==> src/rtl/svc_cdc_xfer_tx.sv <==
// svc_cdc_xfer_tx: source-domain controller for a four-phase req/ack CDC word transfer.
// Optional request timeout is compiled in with `define SVC_CDC_XFER_TIMEOUT_EN.
module svc_cdc_xfer_tx #(
    parameter int WIDTH          = 8,
    parameter int TIMEOUT_CYCLES = 1024
) (
    input  logic             clk,
    input  logic             rst_n,
    input  logic             s_valid,
    input  logic [WIDTH-1:0] s_data,
    output logic             s_ready,
    output logic             x_req,
    output logic [WIDTH-1:0] x_data,
    input  logic             x_ack_async,
    output logic             busy,
    output logic             err,
    output logic [1:0]       o_dbg_state
);

    typedef enum logic [1:0] {
        ST_IDLE = 2'd0,
        ST_REQ  = 2'd1,
        ST_REL  = 2'd2
    } state_t;

    state_t           r_state;
    state_t           w_state_nxt;
    logic             r_ack_meta;
    logic             r_ack_sync;
    logic             w_ack_s;
    logic             r_req;
    logic             w_req_nxt;
    logic [WIDTH-1:0] r_data;
    logic [WIDTH-1:0] w_data_nxt;
    logic             w_accept;
    logic             w_timeout;

    // Only these two flops ever see the raw asynchronous acknowledge.
    always_ff @(posedge clk) begin
        if (!rst_n) begin
            r_ack_meta <= 1'b0;
            r_ack_sync <= 1'b0;
        end else begin
            r_ack_meta <= x_ack_async;
            r_ack_sync <= r_ack_meta;
        end
    end

    assign w_ack_s = r_ack_sync;

    // A stale high ack left over from an abandoned transfer blocks new words.
    assign s_ready  = rst_n && (r_state == ST_IDLE) && !w_ack_s;
    assign w_accept = s_valid && s_ready;

`ifdef SVC_CDC_XFER_TIMEOUT_EN
    localparam int                 CNT_W    = $clog2(TIMEOUT_CYCLES + 1);
    localparam logic [CNT_W-1:0]   CNT_LAST = CNT_W'(TIMEOUT_CYCLES - 1);

    logic [CNT_W-1:0] r_cnt;
    logic             r_err;

    assign w_timeout = (r_state == ST_REQ) && !w_ack_s && (r_cnt == CNT_LAST);

    always_ff @(posedge clk) begin
        if (!rst_n) begin
            r_cnt <= '0;
            r_err <= 1'b0;
        end else begin
            r_err <= w_timeout;
            if (w_accept) begin
                r_cnt <= '0;
            end else if ((r_state == ST_REQ) && !w_ack_s) begin
                r_cnt <= r_cnt + 1'b1;
            end
        end
    end

    assign err = r_err;
`else
    assign w_timeout = 1'b0;
    assign err       = 1'b0;
`endif

    always_comb begin
        w_state_nxt = r_state;
        w_req_nxt   = r_req;
        w_data_nxt  = r_data;
        case (r_state)
            ST_IDLE: begin
                if (w_accept) begin
                    w_state_nxt = ST_REQ;
                    w_req_nxt   = 1'b1;
                    w_data_nxt  = s_data;
                end
            end
            ST_REQ: begin
                // A real ack on the timeout edge wins; both paths release the request.
                if (w_ack_s || w_timeout) begin
                    w_state_nxt = ST_REL;
                    w_req_nxt   = 1'b0;
                end
            end
            ST_REL: begin
                if (!w_ack_s) begin
                    w_state_nxt = ST_IDLE;
                end
            end
            default: begin
                w_state_nxt = ST_IDLE;
                w_req_nxt   = 1'b0;
            end
        endcase
    end

    always_ff @(posedge clk) begin
        if (!rst_n) begin
            r_state <= ST_IDLE;
            r_req   <= 1'b0;
            r_data  <= '0;
        end else begin
            r_state <= w_state_nxt;
            r_req   <= w_req_nxt;
            r_data  <= w_data_nxt;
        end
    end

    assign x_req       = r_req;
    assign x_data      = r_data;
    assign busy        = (r_state != ST_IDLE);
    assign o_dbg_state = r_state;

endmodule

==> config.mk <==
export PLATFORM = sky130hd
export DESIGN_NAME = svc_cdc_xfer_tx
export DESIGN_NICKNAME = d
export VERILOG_FILES = /design/src/rtl/svc_cdc_xfer_tx.sv
export SDC_FILE = /design/constraint.sdc
export NUM_CORES = 1
export LEC_CHECK = 0
export ABC_AREA = 0
export CAP_MARGIN = 25
export CELL_PAD_IN_SITES_DETAIL_PLACEMENT = 1
export CELL_PAD_IN_SITES_GLOBAL_PLACEMENT = 2
export CORE_MARGIN = 2
export CORE_UTILIZATION = 23
export CTS_CLUSTER_DIAMETER = 120
export DETAILED_ROUTE_END_ITERATION = 10
export PLACE_DENSITY_LB_ADDON = 0.1
export SLEW_MARGIN = 20
export SYNTH_ARGS = -nofsm -noshare
export SYNTH_HDL_FRONTEND = slang
export SYNTH_SLANG_ARGS = --single-unit
==> constraint.sdc <==
create_clock -name clk -period 3.17 [get_ports clk]
set_clock_uncertainty 0.15 [all_clocks]
set_input_delay 0.4755 -clock clk [delete_from_list [all_inputs] [get_ports clk]]
set_output_delay 0.4755 -clock clk [all_outputs]
set_load 0.01 [all_outputs]
==> tab_implementation.tex <==
\begin{tabular}{lr}
\hline
Metric & Value \\
\hline
\multicolumn{2}{l}{\textbf{GRT}} \\
Maximum number of pins on one net before global-route repair & 23 \\
Wire length of the first global-routing pass & 1870 um \\
Initial antenna violation count & 0 \\
Vias in the first global route & 436 \\
Global-route total usage across every layer & 0.0963 \\
Final global-route overflow total & 0 \\
\multicolumn{2}{l}{\textbf{Finish}} \\
Final standard cell area without fillers & 826 sq um \\
Synth-to-Final Area Change & 56.0\% \\
Most frequent standard cell in the layout excluding fill and tap cells & sky130\_fd\_sc\_hd\_\_clkdlybuf4s50\_1 \\
Final-stage net count & 94 \\
Final core area utilization & 0.377 \\
Most used cells in the layout excluding fill and tap cells & 24 x sky130\_fd\_sc\_hd\_\_clkdlybuf4s50\_1, 16 x sky130\_fd\_sc\_hd\_\_nand2\_1, 13 x sky130\_fd\_sc\_hd\_\_dfxtp\_1 \\
Share of final-layout standard cells stronger than drive strength 1 & 0.0988 \\
Number of cells in the finished layout apart from fillers & 109 \\
Ant diodes & 0 \\
\multicolumn{2}{l}{\textbf{Worst setup path}} \\
CP endpoint & s\_ready \\
Crit end category & output port \\
Source of the critical timing path & rst\_n \\
Maximum fanout along the worst path & 2 \\
Length in cells of the worst reg-to-reg path & 3 \\
Launching point of the worst reg2reg path & o\_dbg\_state[0]\$\_SDFFE\_PN0P\_ \\
Data required time of the critical path & 2.54 ns \\
Reg-to-reg critical path endpoint & x\_data[4]\$\_SDFFE\_PN0P\_ \\
Worst Path Class, Setup & input port to output port \\
Startpoint kind of the worst setup timing path & input port \\
Setup slack on the worst flop-to-flop path & 1.82 ns \\
Arrival time at the worst endpoint & around 1.7 ns \\
\multicolumn{2}{l}{\textbf{Yosys}} \\
Avg Synthesized Cell Area & 9.80 sq um \\
Number of synthesized register bits & 13 \\
Netlist Area Pre-Place & 529 sq um \\
Post-Synthesis Net Count & 66 \\
Synth unique cells & 18 \\
Seq/Total Area, Yosys & 0.492 \\
Number of standard cells after synthesis & 54 \\
Synthesis Warnings & 0 \\
\multicolumn{2}{l}{\textbf{Clock tree}} \\
Clock Sink Count & 13 \\
Root Driver & sky130\_fd\_sc\_hd\_\_clkbuf\_4 \\
CTS-repair resized insts & 0 \\
Clock-pin slew on the worst setup and hold paths & 0.07 ns \\
CTS tree & done \\
Number of setup buffers added after CTS & 0 \\
Total CTS buffers & 3 \\
Bufs on Longest Clock Path & 2 \\
Maximum level of the CTS H-tree & 1 \\
Post-CTS Hold Buffers & 0 \\
Clk\_lat worst skew & 0.26 ns \\
\multicolumn{2}{l}{\textbf{Worst hold path}} \\
Type of the most critical hold path & register to register \\
\multicolumn{2}{l}{\textbf{Timing}} \\
Final setup violation count & 0 \\
Final hold vios & 0 \\
Setup WS post-layout & 0.861 ns \\
Final Max Slew Viols & 0 \\
Hold slack & a little under 0.3 ns \\
Period utilization & 0.728 \\
Total negative setup slack & 0 ns \\
Max Freq & 0.433 GHz \\
Fin crit period & 2.31 ns \\
RSZ-0062 raised after global routing & false \\
\multicolumn{2}{l}{\textbf{Pwr}} \\
Final Power & between 0.3 and 0.4 mW \\
Ratio of total power to cell area & roughly 430 nW/um\^{}2 \\
Max IR drop VDD & 254 uV \\
Leak pwr & around 0.33 nW \\
\multicolumn{2}{l}{\textbf{Route}} \\
Number of DRC markers after the initial detailed-route iteration & 0 \\
Routed len/inst & 10.6 um \\
Drt via density & 4.10 \\
Antenna violation net count after detailed routing & 0 \\
Final Routed Wirelength & roughly 1200 um \\
Number of optimization iterations in the first detailed-route pass & 1 \\
Residual DRC & 0 \\
Total via count after detailed routing & 447 \\
\multicolumn{2}{l}{\textbf{Placement}} \\
HPWL after detailed placement & between 800 and 900 um \\
Buffers added on ports & 24 \\
Gp weighted congestion & around 0.66 \\
\# placed instances & 105 \\
Post-DP Area & 800 sq um \\
Worst slack at placement & 0.845 ns \\
\multicolumn{2}{l}{\textbf{Outcome}} \\
Run status & complete, no violations \\
\multicolumn{2}{l}{\textbf{Floorplanning}} \\
Site Rows & 17 \\
Core Box Area & 2190 sq um \\
Die boundary width & 52.0 um \\
Vert. Die Dim & approximately 52 um \\
Total I/O pin count & 26 \\
Starting utilization of the core area & 0.242 \\
Area of the die & 2700 sq um \\
\multicolumn{2}{l}{\textbf{Job}} \\
Count of maximum capacitance violations & 0 \\
\hline
\end{tabular}
==> how the worst min path moves through the flow <==
stage / slack [ns] / from / depth (start not counted) / to
floorplan: 0.26 / r_ack_meta$_SDFF_PN0_ / 1 / r_ack_sync$_SDFF_PN0_
global placement: 0.26 / r_ack_meta$_SDFF_PN0_ / 1 / r_ack_sync$_SDFF_PN0_
detailed placement: 0.28 / r_ack_meta$_SDFF_PN0_ / 1 / r_ack_sync$_SDFF_PN0_
CTS: 0.30 / r_ack_meta$_SDFF_PN0_ / 1 / r_ack_sync$_SDFF_PN0_
global route: 0.32 / r_ack_meta$_SDFF_PN0_ / 1 / r_ack_sync$_SDFF_PN0_
finish: 0.29 / r_ack_meta$_SDFF_PN0_ / 1 / r_ack_sync$_SDFF_PN0_
==> cells in the mapped netlist <==
cell type,count,area (sq um)
sky130_fd_sc_hd__nor2_1,1,3.75
sky130_fd_sc_hd__nor4b_2,1,15.0
sky130_fd_sc_hd__nor4b_1,1,8.76
sky130_fd_sc_hd__and2_1,3,18.8
sky130_fd_sc_hd__buf_4,1,7.51
sky130_fd_sc_hd__a22o_4,1,17.5
sky130_fd_sc_hd__buf_6,1,11.3
sky130_fd_sc_hd__and3_1,1,6.26
sky130_fd_sc_hd__nor3b_1,1,7.51
sky130_fd_sc_hd__conb_1,1,3.75
sky130_fd_sc_hd__mux2i_1,8,80.1
sky130_fd_sc_hd__xor2_1,1,8.76
sky130_fd_sc_hd__buf_2,1,5.00
sky130_fd_sc_hd__dfxtp_1,13,260
sky130_fd_sc_hd__clkbuf_1,1,3.75
sky130_fd_sc_hd__or2_1,1,6.26
sky130_fd_sc_hd__o21ai_0,1,5.00
sky130_fd_sc_hd__nand2_1,16,60.1
==> registers in the layout, indices dropped and copies added (netlist names) <==
signal / cells
r_ack_sync: 1
r_ack_meta: 1
x_data: 8
x_req: 1
o_dbg_state: 2
==> logic make-up after synthesis <==
logic type / after synthesis / synth area share
AO/OA/AOI/OAI: 2 / 0.0426
AND/OR/NAND/NOR: 25 / 0.239
XOR/XNOR: 1 / 0.0166
multiplexers: 8 / 0.151
buffers and inverters: 4 / 0.0520
other: 1 / 0.00709
flip-flops: 13 / 0.492
==> layout make-up <==
cell class	instances	area, sq um
Fill cell	259	1370
Clock buffer	4	26.3
Multi-Input combinational cell	37	241
Timing Repair Buffer	27	263
Tap cell	28	35.0
Sequential cell	13	260
==> per-layer routing <==
metal | share of wire | global-route usage
met1 | 0.46 | 0.121
met2 | 0.47 | 0.143
met3 | 0.065 | 0.0316
met4 | 0.0078 | 0.0526
met5 | 0 | 0
==> critical path: stages <==
cell and delay, ns:
sky130_fd_sc_hd__clkdlybuf4s50_1 0.47, sky130_fd_sc_hd__nor3b_1 0.17, sky130_fd_sc_hd__clkdlybuf4s50_1 0.57
==> power breakdown <==
group	switching [mW]	total, mW	internal (mW)
Combinational	0.0271	0.0742	0.0470
Sequential	0.00664	0.180	0.174
Clock	0.0484	0.0970	0.0486
No activity file was read; power rests on OpenSTA's default activity.
